`config.mk`:
```
export PLATFORM = sky130hd
export DESIGN_NAME = counter_ctrl
export DESIGN_NICKNAME = d
export VERILOG_FILES = /design/src/rtl/counter_ctrl_pkg.sv /design/src/rtl/counter_nibble.sv /design/src/rtl/counter_ctrl.sv
export SDC_FILE = /design/constraint.sdc
export NUM_CORES = 1
export LEC_CHECK = 0
export CAP_MARGIN = 10
export CORE_MARGIN = 2
export CORE_UTILIZATION = 55
export CTS_CLUSTER_SIZE = 14
export DETAILED_ROUTE_END_ITERATION = 10
export GPL_ROUTABILITY_DRIVEN = 1
export GPL_TIMING_DRIVEN = 0
export PLACE_DENSITY = 0.8
export SLEW_MARGIN = 20
export SYNTH_ARGS = -nofsm -noshare
export SYNTH_HDL_FRONTEND = slang
export SYNTH_SLANG_ARGS = --single-unit
```
`constraint.sdc`:
```
create_clock -name clk -period 4.5 [get_ports clk]
set_input_delay 0.675 -clock clk [delete_from_list [all_inputs] [get_ports clk]]
set_output_delay 0.675 -clock clk [all_outputs]
set_load 0.02 [all_outputs]
```
`src/rtl/counter_ctrl_pkg.sv`:
```
// counter_ctrl_pkg: shared types and constants for the nibble counter controller.
package counter_ctrl_pkg;
    localparam int NIBBLE_W = 4;
    typedef enum logic [1:0] {ST_IDLE, ST_RUN, ST_HOLD, ST_DONE} state_e;
    typedef enum logic [1:0] {OP_LOAD, OP_SET_TC, OP_START, OP_STOP} op_e;
endpackage

```
`src/rtl/counter_nibble.sv`:
```
// counter_nibble: one 4-bit ripple-carry counter stage.
module counter_nibble
    import counter_ctrl_pkg::*;
(
    input  logic                clk,
    input  logic                rst_n,
    input  logic                en,
    input  logic                ld,
    input  logic [NIBBLE_W-1:0] d,
    input  logic                cin,
    output logic [NIBBLE_W-1:0] q,
    output logic                cout
);
    logic [NIBBLE_W-1:0] q_q, q_d;

    always_comb q_d = ld ? d : (en && cin) ? q_q + 1'b1 : q_q;

    always_ff @(posedge clk or negedge rst_n)
        if (!rst_n) q_q <= '0;
        else        q_q <= q_d;

    assign q    = q_q;
    assign cout = cin && (q_q == '1);
endmodule

```
`src/rtl/counter_ctrl.sv`:
```
// counter_ctrl: command-driven controller for a chain of nibble counter stages,
// with prescaled ticks, terminal-count detection and wrap reporting.
module counter_ctrl
    import counter_ctrl_pkg::*;
#(
    parameter  int NIBBLES  = 2,
    parameter  int PRESCALE = 1,
    localparam int W        = NIBBLE_W * NIBBLES
) (
    input  logic         clk,
    input  logic         rst_n,
    input  logic         cmd_valid,
    output logic         cmd_ready,
    input  logic [1:0]   cmd_op,
    input  logic [W-1:0] cmd_data,
    output logic [W-1:0] count,
    output logic [1:0]   state,
    output logic         done,
    output logic         wrap
);
    localparam int PW = PRESCALE > 1 ? $clog2(PRESCALE) : 1;

    state_e        state_q, state_d;
    logic [PW-1:0] presc_q, presc_d;
    logic [W-1:0]  tc_q, tc_d, reload_q, reload_d, ld_val;
    logic          auto_q, auto_d, ready_q, ready_d, done_q, done_d, wrap_q, wrap_d;
    logic          acc, run, raw_tick, tick, hit, ld, is_load, is_start, is_stop;
    op_e           op;

    assign op       = op_e'(cmd_op);
    assign acc      = cmd_valid && ready_q;
    assign is_load  = acc && op == OP_LOAD;
    assign is_start = acc && op == OP_START;
    assign is_stop  = acc && op == OP_STOP;
    assign run      = state_q == ST_RUN;
    assign raw_tick = run && presc_q == PW'(PRESCALE - 1);
    // LOAD and STOP pre-empt a coincident tick entirely: no count, done or wrap.
    assign tick     = raw_tick && !is_load && !is_stop;
    assign hit      = count == tc_q;

    always_ff @(posedge clk or negedge rst_n)
        if (!rst_n) state_q <= ST_IDLE;
        else        state_q <= state_d;

    always_comb begin
        state_d = state_q;
        if (tick && hit && !auto_q) state_d = ST_DONE;
        else if (is_start)          state_d = ST_RUN;
        else if (is_stop)           state_d = run ? ST_HOLD : ST_IDLE;
    end

    always_comb begin
        ld     = is_load || (is_start && state_q == ST_DONE) || (tick && hit && auto_q);
        ld_val = is_load ? cmd_data : reload_q;
        done_d = tick && hit;
    end

    always_comb begin
        ready_d  = !acc;
        tc_d     = (acc && op == OP_SET_TC) ? cmd_data : tc_q;
        reload_d = is_load ? cmd_data : reload_q;
        auto_d   = is_start ? cmd_data[0] : auto_q;
        presc_d  = (is_start || raw_tick) ? '0 : run ? presc_q + 1'b1 : presc_q;
    end

    always_ff @(posedge clk or negedge rst_n)
        if (!rst_n) begin
            presc_q  <= '0;
            tc_q     <= '1;
            reload_q <= '0;
            auto_q   <= 1'b0;
            ready_q  <= 1'b1;
            done_q   <= 1'b0;
            wrap_q   <= 1'b0;
        end else begin
            presc_q  <= presc_d;
            tc_q     <= tc_d;
            reload_q <= reload_d;
            auto_q   <= auto_d;
            ready_q  <= ready_d;
            done_q   <= done_d;
            wrap_q   <= wrap_d;
        end

    // Per-stage carry nets keep the ripple chain free of a self-referencing vector.
    for (genvar i = 0; i < NIBBLES; i++) begin : g_nib
        logic ci, co;
        if (i == 0) begin : g_first
            assign ci = tick;
        end else begin : g_rest
            assign ci = g_nib[i-1].co;
        end
        counter_nibble u_nib (
            .clk  (clk),
            .rst_n(rst_n),
            .en   (!hit),
            .ld   (ld),
            .d    (ld_val[i*NIBBLE_W +: NIBBLE_W]),
            .cin  (ci),
            .q    (count[i*NIBBLE_W +: NIBBLE_W]),
            .cout (co)
        );
    end

    assign wrap_d    = g_nib[NIBBLES-1].co && !hit;
    assign cmd_ready = ready_q;
    assign state     = state_q;
    assign done      = done_q;
    assign wrap      = wrap_q;
endmodule

```
Word level (Yosys, flattened, before mapping)

Index checks and enable logic that the tools add are counted.

Register bits after elaboration: 31
Output and inout port bits: 13
Word-level logic and storage cells: 63

Eq/ne operators: 8
Muxes and demuxes: 11
Add/subtract/negate cells: 3
Reduce and logical (&&, ||, !) cells: 30
Bitwise gates (word level): 1

Operators with widths:

| operator                                       | count |
|---|---|
| logical AND 1 bit                              | 17 |
| 2-to-1 mux 4 bit                               | 4 |
| adder 4 x 1 -> 4 bit (second input constant)   | 2 |
| == test 4 bit (second input constant)          | 2 |
| == test 8 bit                                  | 1 |
| 2-to-1 mux 2 bit                               | 4 |
| 2-to-1 mux 8 bit                               | 1 |
| == test 2 bit (second input constant)          | 3 |
| nonzero test 2 bit                             | 3 |
| logical NOT 1 bit                              | 5 |
| == test 2 x 1 -> 1 bit (second input constant) | 2 |
| logical OR 1 bit                               | 3 |
| nonzero test 3 bit                             | 1 |
| logical NOT 2 bit                              | 1 |
| 2-to-1 mux 1 bit                               | 2 |
| adder 1 bit (second input constant)            | 1 |
| NOT 1 bit                                      | 1 |

Longest topological paths before layout

Gate-level depths: netlist of run 1.

Word-level depth: 9
Mapped depth: 7
Depth with buffers taken out: 5

Modules after synthesis

Synthesis of run 1 repeated with hierarchy kept, for this count alone.

Cells, all modules: 119
Area total of the unflattened synthesis: 1460.2 sq um

By module, submodules not included:

| module         | area an instance (sq um) | seq. area each (sq um) | cells an instance | instances |
|---|---|---|---|---|
| counter_ctrl   | 1024.7                   | 586.8                  | 73                | 1 |
| counter_nibble | 217.7                    | 100.1                  | 23                | 2 |

Least setup slack after synthesis of run 1

No wires, ideal clock.

Path type: input to register
From: input port cmd_op[0]
To: register g_nib[1].u_nib.q_q[2]
Library setup time: 127 ps
Data arrival time: 1987 ps
Stages: 5
Data required time: 4373 ps
Path buffers: 1
Setup slack: 2386 ps
Cells stage by stage: clkbuf_2 nor3_2 mux2_2 a21boi_0 nand3b_1

RTL lines:

| what                    | line                 | RTL |
|---|---|---|
| start: declaration      | counter_ctrl.sv:14   | `input logic [1:0] cmd_op,` |
| logical NOT 2 bit       | counter_ctrl.sv:32   | `assign is_load = acc && op == OP_LOAD;` |
| logical AND 1 bit       | counter_ctrl.sv:32   |  |
| 2-to-1 mux 8 bit        | --                   |  |
| via g_nib[1].u_nib.d[2] | counter_nibble.sv:9  | `input logic [NIBBLE_W-1:0] d,` |
| 2-to-1 mux 4 bit        | counter_nibble.sv:16 | `always_comb q_d = ld ? d : (en && cin) ? q_q + 1'b1 : q_q;` |
| end signal: assignment  | counter_nibble.sv:20 | `else q_q <= q_d;` |
| end: declaration        | counter_nibble.sv:14 | `logic [NIBBLE_W-1:0] q_q, q_d;` |

The timed path passes the listed nets, and every way through them passes these cells.
A chain may end at the register's enable or synchronous reset.

Worst setup path after layout of run 1

From: input port cmd_valid
To: register g_nib[0].u_nib.q_q[3]

Longest elaborated chain between the ends: 9

RTL lines:

| what                                                          | line                 | RTL |
|---|---|---|
| start: declaration                                            | counter_ctrl.sv:12   | `input logic cmd_valid,` |
| logical AND 1 bit *                                           | counter_ctrl.sv:31   | `assign acc = cmd_valid && ready_q;` |
| logical AND 1 bit                                             | counter_ctrl.sv:32   |  |
| logical NOT 1 bit                                             | counter_ctrl.sv:38   | `assign tick = raw_tick && !is_load && !is_stop;` |
| logical AND 1 bit (2 in a row)                                | counter_ctrl.sv:38   |  |
| logical AND 1 bit (2 in a row)                                | counter_ctrl.sv:53   | `ld = is_load \|\| (is_start && state_q == ST_DONE) \|\| (tick && hit && auto_q);` |
| logical OR 1 bit                                              | counter_ctrl.sv:53   |  |
| 2-to-1 mux 4 bit / nonzero test 2 bit (equally long branches) | --                   |  |
| end signal: assignment                                        | counter_nibble.sv:20 |  |
| end: declaration                                              | counter_nibble.sv:14 |  |

Mark *: on every way between the ends. The rest lies on a longest branch, timed or not.

==> results of run 1 <==
## area by class of cell
type	instances	area (sq um)
Buffer	2	16.27
Clock buffer	7	45.04
Clock inverter	1	5.005
Fill cell	217	829.5
Inverter	5	18.77
Multi-Input combinational cell	85	734.5
Sequential cell	31	787.0
Tap cell	31	38.79
Timing Repair Buffer	24	235.2
## per-stage QoR
step / cell area [sq um] / worst slack, ns / std cells / util / hold WS, ns
after floorplan: 1556 / 2.386 / 123 / - / 0.3794
after global placement: 1836 / 1.580 / 178 / 0.6773 / 0.4697
after detailed placement: 1831 / 1.586 / 178 / 0.6754 / 0.4878
after CTS: 1881 / 1.908 / 186 / 0.6939 / 0.4005
after global routing: 1881 / 1.779 / 186 / 0.6939 / 0.4143
final: 1881 / 1.941 / 186 / 0.6939 / 0.3863
## power by group through the flow
stage / Sequential [uW] / Clock, uW / Combinational (uW)
global placement: 446 / 0 / 397
floorplan: 483 / 0 / 228
CTS: 446 / 153 / 411
detailed placement: 451 / 0 / 409
finish: 445 / 151 / 405
global route: 458 / 164 / 447
## worst reg2reg max path, stage by stage (launching register included)
cell      delay, ns
dfstp_2        0.59
nand2_1        0.11
nor3_2         0.66
a31oi_2        0.26
and2_4         0.23
buf_6          0.12
o221ai_1       0.16
## cell usage in the layout (no fill, tap or decap), types with 2 or more instances in the layout
cell / instances
clkbuf_1: 2
nor4_4: 2
a21oi_1: 11
nor2_1: 3
o21ai_0: 2
clkdlybuf4s50_1: 23
inv_1: 5
nand3_1: 4
nand4b_1: 2
xnor2_1: 4
clkbuf_4: 5
mux2i_1: 4
dfstp_2: 9
xor2_1: 8
mux2_2: 15
dfrtp_1: 22
nor2b_1: 2
nand2b_1: 2
ha_1: 2
nand2_1: 4
## per-layer routing
metal / global-route usage / up-vias
met3: 0.05896 / 7
met2: 0.3202 / 25
met4: 0.08306 / 0
li1: - / 516
met5: 0 / -
met1: 0.2793 / 516
## final timing paths
kind / startpoint / endpoint / slack, ns / depth (start not counted)
min reg2reg: reload_q[7] / reload_q[7] / 0.51 / 2
min: rst_n / done / 0.39 / 1
min in group clk: reload_q[7] / reload_q[7] / 0.51 / 2
max in group asynchronous: rst_n / reload_q[1] / 3.66 / 1
max: cmd_valid / g_nib[0].u_nib.q[3] / 1.94 / 7
max reg2reg: cmd_ready / g_nib[0].u_nib.q[3] / 2.28 / 6
## cell families after synthesis
group                      after synthesis
adders and majority gates                2
DFF                                     31
AOI/OAI and AO/OA                       23
buffers and inverters                    7
muxes                                   19
and+or+nand+nor                         29
xor gates and xnor gates                12
## registers in the layout (all words and copies together) (netlist names)
signal         flops
reload_q           8
done               1
auto_q             1
state              2
wrap               1
g_nib.u_nib.q      8
cmd_ready          1
tc_q               8
presc_q            1
==> reports/results.txt, run 1 <==
Rel. slew slack: 0.4249
Setup crit end kind: register
Area contributors post-synth: dfrtp_1 (35%), dfstp_2 (15%), mux2_2 (11%)
Synth area leader: dfrtp_1
WP buf/inv: 2
CTS H-tree lvls: 2
Net Count, Synth: 138
ys flop type: dfrtp_1
vias: 1,064
row cnt: 19
CTS tree: done
Max Used Layer: met4
status: complete, no violations
overall power: 1001 uW
switching part of the total: 0.3764
Synth Area in XOR/XNOR: 0.06752
Commonest cells post-synth: dfrtp_1 (22), mux2_2 (15), a21oi_1 (11), dfstp_2 (9), xor2_1 (8)
initial antenna violation count: 0
share of the synthesized area in the top cell type: 0.3537
layout cells sized above 1: 0.2903
unique cell type count in the Yosys netlist: 39
fmax: 390.7 MHz
Chip Width: 57.20 um
first-pass GRT wire length: 5.140 mm
startpoint types: primary input
Top delay family on crit path: simple AND/OR/NAND/NOR gates
Syn Inst Count: 123
Layout Skew: 0.009763 ns
syn avg cell area: 12.65 sq um
clock sink count: 31
Layout Nets: 169
Vias per Instance: 5.720
core region area: 2710 sq um
Period Utilization, post-route: 0.5687
power share of the clock group: 0.150
Routed Wire Length: 2.900 mm
die area: 3271 sq um
initial DRC count: 28
Peak supply drop: 0.0003391 V
ANT nets after route: 0
post-cts hold buffer count: 0
EDFF count, synth: 0
setup violators final: 0
clk buf depth: 2
asr flop ratio synth: 1.000
largest net degree at the start of global routing: 32
Largest stage delay, worst path: 0.66 ns
Comb power frac: 0.405
DR pass1 iterations: 5
top-count cell post-synth: dfrtp_1
post-cts resize count: 0
largest family of logic cells by synthesized area: simple AND/OR/NAND/NOR gates
met3 wire len: 124 um
simple-gate share of the synthesized area: 0.1423
PortBufs: 24
total gr overflow: 0
Synth Area in Adders: 0.01608
critical path class: in2reg
Total Routing Usage GR: 0.2077
power density over the cells: 532.2 nW/um^2
mux cell area share after synthesis: 0.1342
M1 WL: 1.374 mm
Worst-path clk slew: 0.09 ns
DRC: 0
synthesized area: 1556 sq um
Final Max Slew Viols: 0
DP HPWL: 2.072 mm
Critical Path RT: 4.73 ns
setup_tns: 0 ns
total setup buffers inserted after CTS: 0
Max Cap Viol: 0
Seq/Total Area, Yosys: 0.5056
layout overhead on the synthesized area: 20.82%
sw power: 376.8 uW
DR WL met2: 1.348 mm
Flop pwr share: 0.445
vias in the first global route: 1,092
worst path arrival time: 2.79 ns
P_leak: 0.0007674 uW
CTS buffer count: 5
Final Critical Period: 2.559 ns
unrepaired setup endpoints after global routing: no
Min-Delay Path Class: in2async
Clk Tree Root Cell: clkbuf_4
drt wl/cell: 15.59 um
Fin. Hold Viols: 0
synth warn: 0
P_int: 624.1 uW
# diodes: 0
RD Place Congestion: 0.7611
die height: 57.20 um
flops & latches, synth: 31
Crit-path slowest cell: nor3_2
largest fanout on the critical path: 10
Synth Area in Compound Gates: 0.1117
Least-Margin Pin Slew: 0.8580 ns
# IOs: 26
starting density of the core: 0.5743
Skew-Pair Late Insertion Delay: 0.32 ns
CP cell instances: clkdlybuf4s50_1, nand2_1, nor3_2, a31oi_2, and2_4, buf_6, o221ai_1
No activity file was read; power rests on OpenSTA's default activity.
==> inputs of run 2 (changes only) <==
Settings changed: CORE_UTILIZATION 55 to 52, PLACE_DENSITY 0.8 to 0.76.
Clock period 4.5 ns to 2.4 ns, I/O delays scaled along.
==> reports/results.txt, run 2 (same netlist as run 1, synthesis figures left out) <==
dpl cells: 178
GRT met3 Usage: 0.05495
Fin. Hold Viols: 0
critical path class: reg2reg
first-pass GRT wire length: 5.071 mm
grt met1 use: 0.2395
Rel. slew slack: 0.5564
core region area: 2805 sq um
ANT nets after route: 0
PortBufs: 24
most frequent cells in the layout: clkdlybuf4s50_1 (23), dfrtp_1 (22), mux2_2 (15)
Flop pwr share: 0.441
worst path arrival time: 2.32 ns
worst r2r dst: g_nib[0].u_nib.q[3]
overall power: 1918 uW
Layout Cells excl Fill: 185
failing checks: DRC
gr busiest metal: met2
Comb power frac: 0.399
Skew-Pair Late Insertion Delay: 0.33 ns
GR Layer Usage met2: 0.3291
CP cell instances: xor2_1, nor4_4, nand4_4, and2_4, buf_6, o221ai_1
startpoint types: register
Final Max Slew Viols: 0
fmax: 481.5 MHz
starting density of the core: 0.5549
reg-to-reg slack, setup: 0.32 ns
layout overhead on the synthesized area: 21.62%
initial DRC count: 35
post-cts resize count: 0
Max Cap Viol: 0
Final Critical Period: 2.077 ns
power share of the clock group: 0.160
status: finished with violations
clock sink count: 31
Worst-path clk slew: 0.10 ns
CTS tree: done
initial antenna violation count: 0
# diodes: 0
RD Place Congestion: 0.8297
die height: 58.71 um
Crit path depth: 6
CTS H-tree lvls: 2
setup violators final: 0
vias in the first global route: 1,094
die area: 3447 sq um
Total Routing Usage GR: 0.2007
Peak supply drop: 0.0005572 V
post-cts hold buffer count: 0
DP HPWL: 2.140 mm
Worst R2R Path Depth: 6
WP buf/inv: 1
commonest non-fill, non-tap cell in the layout: clkdlybuf4s50_1
Layout Nets: 169
Largest stage delay, worst path: 0.55 ns
largest net degree at the start of global routing: 32
Least-Margin Pin Slew: 0.6653 ns
vias: 1,070
DRC: 2
Top delay family on crit path: simple AND/OR/NAND/NOR gates
fin area: 1893 sq um
Setup crit end kind: register
clk buf depth: 2
DR pass1 iterations: 7
Setup crit start: g_nib[0].u_nib.q[0]
switching part of the total: 0.3782
Min-Delay Path Class: in2async
layout cells sized above 1: 0.2987
# IOs: 26
sw power: 725.3 uW
unrepaired setup endpoints after global routing: no
Critical Path RT: 2.64 ns
Vias per Instance: 5.784
total gr overflow: 0
RR Startpoint: g_nib[0].u_nib.q[0]
P_leak: 0.0007747 uW
placed cell areas: 1831 sq um
P_int: 1192 uW
CP Capture Point: g_nib[0].u_nib.q[3]
Layout Skew: 0.009456 ns
row cnt: 19
Routed Wire Length: 3.046 mm
total setup buffers inserted after CTS: 0
Period Utilization, post-route: 0.8654
Chip Width: 58.71 um
Crit-path slowest cell: nor4_4
power density over the cells: 1013 nW/um^2
largest fanout on the critical path: 10
CTS buffer count: 5
drt wl/cell: 16.46 um
Clk Tree Root Cell: clkbuf_4
run 2: layout make-up:
cell class,count,area (sq um)
Clock inverter,1,5.005
Timing Repair Buffer,24,235.2
Sequential cell,31,787.0
Buffer,2,16.27
Multi-Input combinational cell,85,740.7
Inverter,5,18.77
Tap cell,31,38.79
Clock buffer,6,51.30
Fill cell,229,912.1
run 2: routing by layer:
layer  up-vias  wire [um]
met5         -          0
met4         0         57
met3         7        147
met2        26       1515
met1       529       1325
li1        508          -
run 2: through the flow:
step / util / hold WS, ns / setup slack, ns / TNS [ns]
2_1_floorplan: - / 0.06441 / 0.4316 / 0
4_1_cts: 0.6726 / 0.07129 / 0.1450 / 0
6_report: 0.6748 / 0.05116 / 0.3230 / 0
3_5_place_dp: 0.6525 / 0.4332 / -0.1866 / -1.183
5_1_grt: 0.6748 / 0.1012 / 0.1993 / 0
3_3_place_gp: 0.6543 / 0.4729 / -0.1612 / -0.9348
run 2: worst min path at each step:
stage | to | slack [ns] | depth (start not counted)
global route | state[0] | 0.10 | 1
detailed placement | state[0] | 0.43 | 1
global placement | reload_q[3] | 0.47 | 2
CTS | g_nib[1].u_nib.q[2] | 0.07 | 1
floorplan | auto_q | 0.06 | 0
finish | g_nib[1].u_nib.q[2] | 0.05 | 1
run 2: power by group through the flow:
stage	sequential, uW	combinational, uW	clock, uW
floorplan	905	427	0
global placement	836	747	0
detailed placement	851	767	0
CTS	844	771	314
global route	864	832	333
finish	845	765	308
